$ cat config.mk
export PLATFORM = sky130hd
export DESIGN_NAME = serial_frame_rx
export DESIGN_NICKNAME = d
export VERILOG_FILES = /design/src/rtl/serial_frame_rx.sv
export SDC_FILE = /design/constraint.sdc
export NUM_CORES = 1
export LEC_CHECK = 0
export ABC_AREA = 0
export CAP_MARGIN = 20
export CORE_MARGIN = 1.5
export CORE_UTILIZATION = 50
export CTS_BUF_LIST = sky130_fd_sc_hd__clkbuf_8 sky130_fd_sc_hd__clkbuf_16
export DETAILED_ROUTE_END_ITERATION = 12
export PLACE_DENSITY = 0.73
export SYNTH_ARGS = -nofsm -noshare
export SYNTH_HDL_FRONTEND = slang
export SYNTH_SLANG_ARGS = --single-unit
$ cat constraint.sdc
create_clock -name clk -period 1.65 [get_ports clk]
set_input_delay 0.33 -clock clk [delete_from_list [all_inputs] [get_ports clk]]
set_output_delay 0.33 -clock clk [all_outputs]
set_load 0.03 [all_outputs]
$ cat src/rtl/serial_frame_rx.sv
// serial_frame_rx: start/data/stop serial deserialiser with a one-entry valid/ready holding register
//   clk       rising-edge clock
//   rst       asynchronous active-high reset
//   d         serial line, one bit per clock
//   data_out  received word, stable while valid
//   valid     data_out holds an unconsumed word
//   ready     consumer takes the word on an edge where valid & ready
//   frame_err one-cycle pulse, bad stop bit, frame discarded
//   overrun   one-cycle pulse, good frame arrived while the holding register was full and not draining
module serial_frame_rx #(
  parameter int DATA_BITS = 8,
  parameter logic START_LEVEL = 1'b1,
  parameter logic STOP_LEVEL = 1'b0
) (
  input  logic                 clk,
  input  logic                 rst,
  input  logic                 d,
  output logic [DATA_BITS-1:0] data_out,
  output logic                 valid,
  input  logic                 ready,
  output logic                 frame_err,
  output logic                 overrun
);
  localparam int CW = $clog2(DATA_BITS + 1);
  typedef enum logic [1:0] {IDLE, DATA, STOP} state_t;
  state_t state_q, state_d;
  logic [CW-1:0] cnt_q, cnt_d;
  logic [DATA_BITS-1:0] shift_q, shift_d, data_q, data_d, bit_mask;
  logic valid_q, valid_d, ferr_q, ferr_d, ovr_q, ovr_d;
  assign bit_mask = {{(DATA_BITS-1){1'b0}}, 1'b1} << cnt_q;
  always_ff @(posedge clk or posedge rst)
    if (rst) begin
      state_q <= IDLE;
      cnt_q <= '0;
      shift_q <= '0;
      data_q <= '0;
      valid_q <= 1'b0;
      ferr_q <= 1'b0;
      ovr_q <= 1'b0;
    end else begin
      state_q <= state_d;
      cnt_q <= cnt_d;
      shift_q <= shift_d;
      data_q <= data_d;
      valid_q <= valid_d;
      ferr_q <= ferr_d;
      ovr_q <= ovr_d;
    end
  always_comb begin
    state_d = state_q;
    cnt_d = cnt_q;
    shift_d = shift_q;
    data_d = data_q;
    valid_d = valid_q & ~ready;
    ferr_d = 1'b0;
    ovr_d = 1'b0;
    case (state_q)
      IDLE: if (d == START_LEVEL) begin
        state_d = DATA;
        cnt_d = '0;
      end
      DATA: begin
        shift_d = d ? (shift_q | bit_mask) : (shift_q & ~bit_mask);
        cnt_d = cnt_q + CW'(1);
        state_d = (cnt_q == CW'(DATA_BITS - 1)) ? STOP : DATA;
      end
      STOP: begin
        state_d = IDLE;
        if (d != STOP_LEVEL) ferr_d = 1'b1;
        else if (!valid_q || ready) begin
          // a drain and a load on the same edge keep valid high with the new word
          data_d = shift_q;
          valid_d = 1'b1;
        end else ovr_d = 1'b1;
      end
      default: state_d = IDLE;
    endcase
  end
  assign data_out = data_q;
  assign valid = valid_q;
  assign frame_err = ferr_q;
  assign overrun = ovr_q;
endmodule
# After elaboration in Yosys (flattened, before gate mapping)
# Index checks and enable logic that the tools add are counted.
classes:
  addsub: 1
  eq_ne: 4
  shifts: 1
  muxes: 14
  bitwise_logic: 6
  reduce_logical: 6
op_table:
  columns: ["op", "count"]
  rows:
  - ["8-bit AND", 1]
  - ["1-bit 2-to-1 mux", 8]
  - ["8-bit 2-to-1 mux", 1]
  - ["8-bit inverter", 1]
  - ["8-bit bitwise OR", 1]
  - ["4-bit one-hot mux with 2 select lines", 1]
  - ["1-bit by 4-bit << shifter with 8-bit output, first input constant", 1]
  - ["4-bit by 1-bit adder with 4-bit output, second input constant", 1]
  - ["4-bit by 3-bit == test with 1-bit output, second input constant", 1]
  - ["2-bit 2-to-1 mux", 2]
  - ["4-bit 2-to-1 mux", 1]
  - ["2-bit one-hot mux with 2 select lines", 1]
  - ["3-bit AND reduction", 1]
  - ["2-bit by 1-bit == test with 1-bit output, second input constant", 1]
  - ["2-bit == test, second input constant", 1]
  - ["2-bit zero test", 1]
  - ["2-bit != test, second input constant", 1]
  - ["1-bit inverter", 2]
  - ["2-bit AND reduction", 1]
  - ["2-bit nonzero test", 1]
  - ["1-bit AND", 1]
  - ["1-bit zero test", 1]
  - ["1-bit logical OR", 1]
totals:
  register_bits: 25
  inputBits: 4
  out_inout_bits: 11
  word_cells: 39

# Logic depth before layout (Yosys ltp)
# Gate-level depths: netlist of the first run.
logic_depth:
  word_depth: 5
  depth_mapped: 5
  depth_no_buf: 4

# Worst setup path before layout of the first run
# Ideal clock, no wire load.
synth_timing:
  path_kind: "flip-flop to flip-flop"
  start: "register cnt_q[0]"
  end: "register with a tool-made name"
  setup_ns: 0.125
  t_arrival_ns: 1.240
  required_ns: 1.525
  slack_ns: 0.285
  stages_incl_launch_ff: 5
  path_buffers: 0
  period_less_slack_ns: 1.365
  path_cell_list: "dfrtp_1 > ha_1 > ha_1 > nor3b_1 > mux2_2"
synth_lines:
  columns: ["element", "line", "rtl"]
  rows:
  - ["from (decl)", "27", "logic [CW-1:0] cnt_q, cnt_d;"]
  - ["from (signal assigned)", "42", "cnt_q <= cnt_d;"]

# Worst setup path after layout of the first run
layout_timing:
  start: "register data_q[5] (netlist: data_out[5])"
  end: "output data_out[5]"
layout_lines:
  columns: ["element", "line", "rtl"]
  rows:
  - ["from (decl)", "28", "logic [DATA_BITS-1:0] shift_q, shift_d, data_q, data_d, bit_mask;"]
  - ["from (signal assigned)", "44", "data_q <= data_d;"]
  - ["to (decl)", "18", "output logic [DATA_BITS-1:0] data_out,"]
# No word-level cell between the ends.

==> results.sh, run 1 <==
export IMPL_status="completed"
export IMPL_arrival_ns=1.28
export IMPL_vias_per_cell=5.30
export IMPL_gate_family_responsible_for_the_most_delay_along_the_worst_path="buffers and inverters"
export IMPL_synth_ff_latch_count=25
export IMPL_post_route_cells_drive_above_1_share=0.250
export IMPL_tightestPinTransition_ns=0.366
export IMPL_max_freq_mhz=622
export IMPL_ioPinCount=15
export IMPL_r2r_worst_path_cells=4
export IMPL_critical_path_class="register to output pin"
export IMPL_power_per_cell_area_nw_per_um2=1660
export IMPL_core_region_area_sq_um=2190
export IMPL_synth_top_cells_by_area="dfrtp_1 55%, mux2_2 13%, ha_1 6.6%"
export IMPL_clock_latency_ns=0.26
export IMPL_cts_htree_levels=1
export IMPL_finalWeightedCongestion=0.793
export IMPL_grt_ovfl_total=0
export IMPL_global_route_usage_met2=0.296
export IMPL_crit_start="data_out[5]"
export IMPL_drc_errors=0
export IMPL_finished_cell_area_sq_um=1370
export IMPL_cts_buffer_count=3
export IMPL_areaGrowthSynthToFinish_pct=20.7
export IMPL_cp_num_cells=1
export IMPL_worst_hold_path_type="input pin to async pin"
export IMPL_grt_most_used_layer="met2"
export IMPL_vias=700
export IMPL_post_route_min_period_ns=1.61
export IMPL_place_area_sq_um=1310
export IMPL_timing_final_ws_setup_ns=0.0421
export IMPL_endpoint_of_the_most_critical_setup_path="data_out[5]"
export IMPL_global_route_usage_total=0.170
export IMPL_antenna_found_initial=0
export IMPL_unrepaired_setup_endpoints_after_global_routing="false"
export IMPL_timing_critical_path_slowest_cell_delay_ns=0.66
export IMPL_post_synth_inst_count=87
export IMPL_slew_limit_headroom=0.755
export IMPL_worst_path_max_delay_cell="clkdlybuf4s50_1"
export IMPL_drt_wirelength_per_cell_um=13.3
export IMPL_floorplan_die_area_sq_um=2570
export IMPL_timing_max_transition_violations_final=0
export IMPL_critical_path_buf_inv_count=1
export IMPL_timing_critical_path_fanout_max=2
export IMPL_yosysTopAreaCellShare=0.549
export IMPL_fin_tns_setup_ns=0
export IMPL_max_cap_violations=0
export IMPL_mappedNetlistArea_sq_um=1140
export IMPL_netlist_cell_type_count=23
export IMPL_synth_yosys_seq_area_share=0.549
export IMPL_first_pass_grt_wire_length_mm=3.24
export IMPL_drt_first_iter_violations=3
export IMPL_critical_path_cell_chain="clkdlybuf4s50_1"
export IMPL_syn_nets=97
export IMPL_report_power_total_mw=2.28
export IMPL_drt_pass1_iterations=3
export IMPL_avgSynthCellArea_sq_um=13.1
export IMPL_worst_setup_hold_path_clk_slew_ns=0.08
export IMPL_peakVddDrop_mv=1.08
export IMPL_initial_utilization=0.520
export IMPL_critical_path_required_ns=1.32
export IMPL_finish_utilization=0.627
export IMPL_tritoncts_clock_tree="yes"
export IMPL_grt_start_max_net_pins=26
export IMPL_postRouteAntennaNets=0
export IMPL_first_global_vias=746
export IMPL_hold_viol_final=0
export IMPL_clock_sinks=25
export IMPL_chipWidth_um=50.7
export IMPL_rr_startpoint="cnt_q[0]"
export IMPL_timing_clock_skew_ns=0.00298
export IMPL_numPortBuffers=14
export IMPL_std_cell_rows=17
export IMPL_antennaDiodeCount=0
export IMPL_most_used_cells_in_the_layout_excluding_fill_and_tap_cells="25 x dfrtp_1, 13 x mux2_2, 10 x nand2_1"
export IMPL_leakage_nw=0.756
export IMPL_clock_tree_buffer_depth=2
export IMPL_die_height_um=50.7
export IMPL_global_route_met1_utilization=0.202
export IMPL_yosys_warnings=0
export IMPL_setup_violations=0
export IMPL_timing_critical_path_to_type="output pin"
export IMPL_finalCritPeriodShare=0.974
export IMPL_final_nets=115
export IMPL_wirelength_mm=1.76
export IMPL_final_common_cell="dfrtp_1"
export IMPL_pre_cts_ws_ns=-0.0266
export IMPL_netlist_top_cell_by_area="dfrtp_1"
export IMPL_timing_critical_path_from_type="register"
export IMPL_number_of_buffers_inserted_by_hold_repair_at_cts=0
export IMPL_rrSetupSlack_ns=0.15
export IMPL_grt_use_met3=0.0298
export IMPL_place_detailed_hpwl_mm=1.32
export IMPL_cts_root_buffer="clkbuf_8"
## metrics by stage
step | hold WS (ns) | cells
2_1_floorplan | 0.357 | 87
3_3_place_gp | 0.488 | 128
3_5_place_dp | 0.495 | 128
4_1_cts | 0.421 | 132
5_1_grt | 0.437 | 132
6_report | 0.411 | 132
## layer usage
layer  vias to the layer above  routed length [um]  part of all wire
li1                        333                   -                 -
met1                       350                 788              0.45
met2                        13                 893              0.51
met3                         4                  57             0.032
met4                         0                  19             0.011
met5                         -                   0                 0
## power by group
group          switching [mW]  leakage, nW  total, mW  internal, mW
registers               0.228        0.318       1.06         0.834
logic                   0.400        0.413      0.873         0.474
clock network           0.180       0.0255      0.348         0.168
## cell type report
| type | instances | area, sq um |
|---|---|---|
| fill | 184 | 817 |
| sequential | 25 | 626 |
| inverter | 5 | 18.8 |
| timing repair buffer | 16 | 173 |
| multi-input combinational | 54 | 475 |
| tap | 28 | 35.0 |
| clock inverter | 1 | 5.00 |
| clock buffer | 3 | 41.3 |
## worst min path at each step
stage | end | slack (ns) | cells after the start
2_1_floorplan | async pin | 0.36 | 1
3_3_place_gp | data_out[3] | 0.49 | 1
3_5_place_dp | register | 0.49 | 1
4_1_cts | data_out[1] | 0.42 | 3
5_1_grt | data_out[1] | 0.44 | 3
6_report | data_out[1] | 0.41 | 3
## Yosys cell counts (all sizes together)
| cell type | count |
|---|---|
| o311ai | 1 |
| a21oi | 1 |
| o21bai | 1 |
| nand2 | 10 |
| buf | 2 |
| nor3 | 1 |
| mux2 | 16 |
| nor2 | 3 |
| nand2b | 2 |
| o21ai | 2 |
| a32o | 1 |
| nor4b | 1 |
| nand3 | 5 |
| inv | 5 |
| nand4 | 1 |
| nor3b | 3 |
| dfrtp | 25 |
| ha | 6 |
| clkbuf | 1 |
## logic make-up (layout without fill, tap and decap cells)
group,count (synthesis),in the layout,share of synthesized area
and+or+nand+nor,26,26,0.147
muxes,16,16,0.168
AOI/OAI and AO/OA,6,6,0.0363
buffers and inverters,8,25,0.0330
DFF,25,25,0.549
adders and majority gates,6,6,0.0659
## what timing repair did
| action | 4_1_cts | 5_1_grt |
|---|---|---|
| resized for setup | 0 | 7 |
| setup endpoints to repair | 0 | 7 |
| buffers inserted | 0 | 0 |
(Power assumes the default switching activity.)
==> inputs of run 2 (changes only) <==
--- a/config.mk
+++ b/config.mk
@@ -11,6 +11,7 @@
 export CORE_UTILIZATION = 50
 export CTS_BUF_LIST = sky130_fd_sc_hd__clkbuf_8 sky130_fd_sc_hd__clkbuf_16
 export DETAILED_ROUTE_END_ITERATION = 12
+export HOLD_SLACK_MARGIN = 0.15
 export PLACE_DENSITY = 0.73
 export SYNTH_ARGS = -nofsm -noshare
 export SYNTH_HDL_FRONTEND = slang
==> results of run 2 <==
The final DEF is identical to that of run 1; final timing and power are the same.
==> inputs of run 3 (changes only) <==
==> constraint.sdc (replaced) <==
create_clock -name clk -period 1.8 [get_ports clk]
set_input_delay 0.36 -clock clk [delete_from_list [all_inputs] [get_ports clk]]
set_output_delay 0.36 -clock clk [all_outputs]
set_load 0.03 [all_outputs]
==> run 3 against run 2 <==
Critical path depth did not move. Clock skew rose by 0.0017 ns. Power fell by 7.4%. Final cell count did not move. Non-clock buffer count did not move. Core utilization fell by 0.69 points. Register-to-register slack improved by 0.17 ns. Count of clock-buffer cells in the layout did not move. Critical path type unchanged. Highest routed layer unchanged.
==> results.sh, run 3 (synthesized netlist as in run 1, its figures left out) <==
export IMPL_status="completed"
export IMPL_rr_startpoint="cnt_q[0]"
export IMPL_drt_wirelength_per_cell_um=13.5
export IMPL_drt_first_iter_violations=6
export IMPL_placed_cells_incl_taps=128
export IMPL_pre_cts_ws_ns=0.0849
export IMPL_cts_buffer_count=3
export IMPL_crit_start="data_out[5]"
export IMPL_worst_path_max_delay_cell="clkdlybuf4s50_1"
export IMPL_critical_path_buf_inv_count=1
export IMPL_cts_root_buffer="clkbuf_8"
export IMPL_critical_path_class="register to output pin"
export IMPL_cts_htree_levels=1
export IMPL_timing_final_ws_setup_ns=0.149
export IMPL_max_cap_violations=0
export IMPL_antenna_found_initial=0
export IMPL_worst_hold_path_type="input pin to async pin"
export IMPL_layout_cells_non_filler=132
export IMPL_leakage_nw=0.630
export IMPL_grt_ovfl_total=0
export IMPL_cts_repair_resize_count=0
export IMPL_global_route_usage_total=0.170
export IMPL_gate_family_responsible_for_the_most_delay_along_the_worst_path="buffers and inverters"
export IMPL_setup_violations=0
export IMPL_place_detailed_hpwl_mm=1.34
export IMPL_ioPinCount=15
export IMPL_first_pass_grt_wire_length_mm=3.24
export IMPL_unrepaired_setup_endpoints_after_global_routing="false"
export IMPL_critical_path_required_ns=1.44
export IMPL_timing_critical_path_from_type="register"
export IMPL_vias=687
export IMPL_final_nets=115
export IMPL_numPortBuffers=14
export IMPL_peakVddDrop_mv=1.04
export IMPL_place_area_sq_um=1310
export IMPL_slew_limit_headroom=0.749
export IMPL_tightestPinTransition_ns=0.376
export IMPL_finished_cell_area_sq_um=1360
export IMPL_wirelength_mm=1.78
export IMPL_clock_latency_ns=0.26
export IMPL_hold_viol_final=0
export IMPL_drt_pass1_iterations=3
export IMPL_finalWeightedCongestion=0.793
export IMPL_grt_start_max_net_pins=26
export IMPL_die_height_um=50.7
export IMPL_timing_critical_path_fanout_max=2
export IMPL_std_cell_rows=17
export IMPL_most_used_cells_in_the_layout_excluding_fill_and_tap_cells="25 x dfrtp_1, 14 x clkdlybuf4s50_1, 13 x mux2_2"
export IMPL_initial_utilization=0.520
export IMPL_max_freq_mhz=606
export IMPL_clock_tree_buffer_depth=2
export IMPL_number_of_buffers_inserted_by_hold_repair_at_cts=0
export IMPL_arrival_ns=1.29
export IMPL_vias_per_cell=5.20
export IMPL_critical_path_cell_chain="clkdlybuf4s50_1"
export IMPL_first_global_vias=716
export IMPL_timing_max_transition_violations_final=0
export IMPL_fin_tns_setup_ns=0
export IMPL_timing_critical_path_to_type="output pin"
export IMPL_finalCritPeriodShare=0.917
export IMPL_power_per_cell_area_nw_per_um2=1560
export IMPL_floorplan_die_area_sq_um=2570
export IMPL_core_region_area_sq_um=2190
export IMPL_drc_errors=0
export IMPL_clock_sinks=25
export IMPL_final_common_cell="dfrtp_1"
export IMPL_post_route_cells_drive_above_1_share=0.250
export IMPL_cts_setup_buffers=0
export IMPL_chipWidth_um=50.7
export IMPL_timing_critical_path_slowest_cell_delay_ns=0.67
export IMPL_post_route_min_period_ns=1.65
export IMPL_areaGrowthSynthToFinish_pct=19.3
export IMPL_postRouteAntennaNets=0
export IMPL_worst_setup_hold_path_clk_slew_ns=0.09
export IMPL_tritoncts_clock_tree="yes"
export IMPL_timing_clock_skew_ns=0.00472
export IMPL_antennaDiodeCount=0
==> run 3: changes by cell type in the layout (fill, tap and decap cells not counted), sizes merged <==
cell,delta
clkdlybuf4s50,+7
clkinvlp,+1
dlymetal6s2s,-7
clkinv,-1
==> run 3: area by class of cell <==
type,count,area (sq um)
Tap cell,28,35.0
Multi-Input combinational cell,54,475
Fill cell,174,832
Sequential cell,25,626
Clock buffer,3,41.3
Inverter,5,18.8
Timing Repair Buffer,16,155
Clock inverter,1,7.51
==> run 3: worst paths after layout <==
| check | to | slack [ns] | cells past startpoint |
|---|---|---|---|
| max | data_out[5] | 0.15 | 1 |
| min in group clk | data_out[1] | 0.51 | 1 |
| min reg2reg | data_out[1] | 0.51 | 1 |
| max reg2reg | register | 0.32 | 4 |
| min | data_out[1] | 0.43 | 3 |
| max in group asynchronous | valid | 1.13 | 3 |
==> run 3: power breakdown <==
group | leakage (nW) | switching, mW | total (mW) | internal [mW]
Clock | 0.0217 | 0.171 | 0.328 | 0.156
Combinational | 0.290 | 0.371 | 0.812 | 0.441
Sequential | 0.318 | 0.209 | 0.973 | 0.764
==> run 3: per-stage QoR <==
step / hold WS [ns] / utilization / power (mW)
2_1_floorplan: 0.387 / - / 1.59
3_3_place_gp: 0.488 / 0.598 / 1.77
3_5_place_dp: 0.494 / 0.598 / 1.81
4_1_cts: 0.439 / 0.620 / 2.14
5_1_grt: 0.455 / 0.620 / 2.28
6_report: 0.434 / 0.620 / 2.11
==> run 3: routing by layer <==
metal | GRT usage | part of all wire | wire (um)
met5 | 0 | 0 | 0
met4 | 0.0811 | 0.0084 | 15
met3 | 0.0298 | 0.025 | 44
met2 | 0.285 | 0.53 | 938
met1 | 0.214 | 0.44 | 778
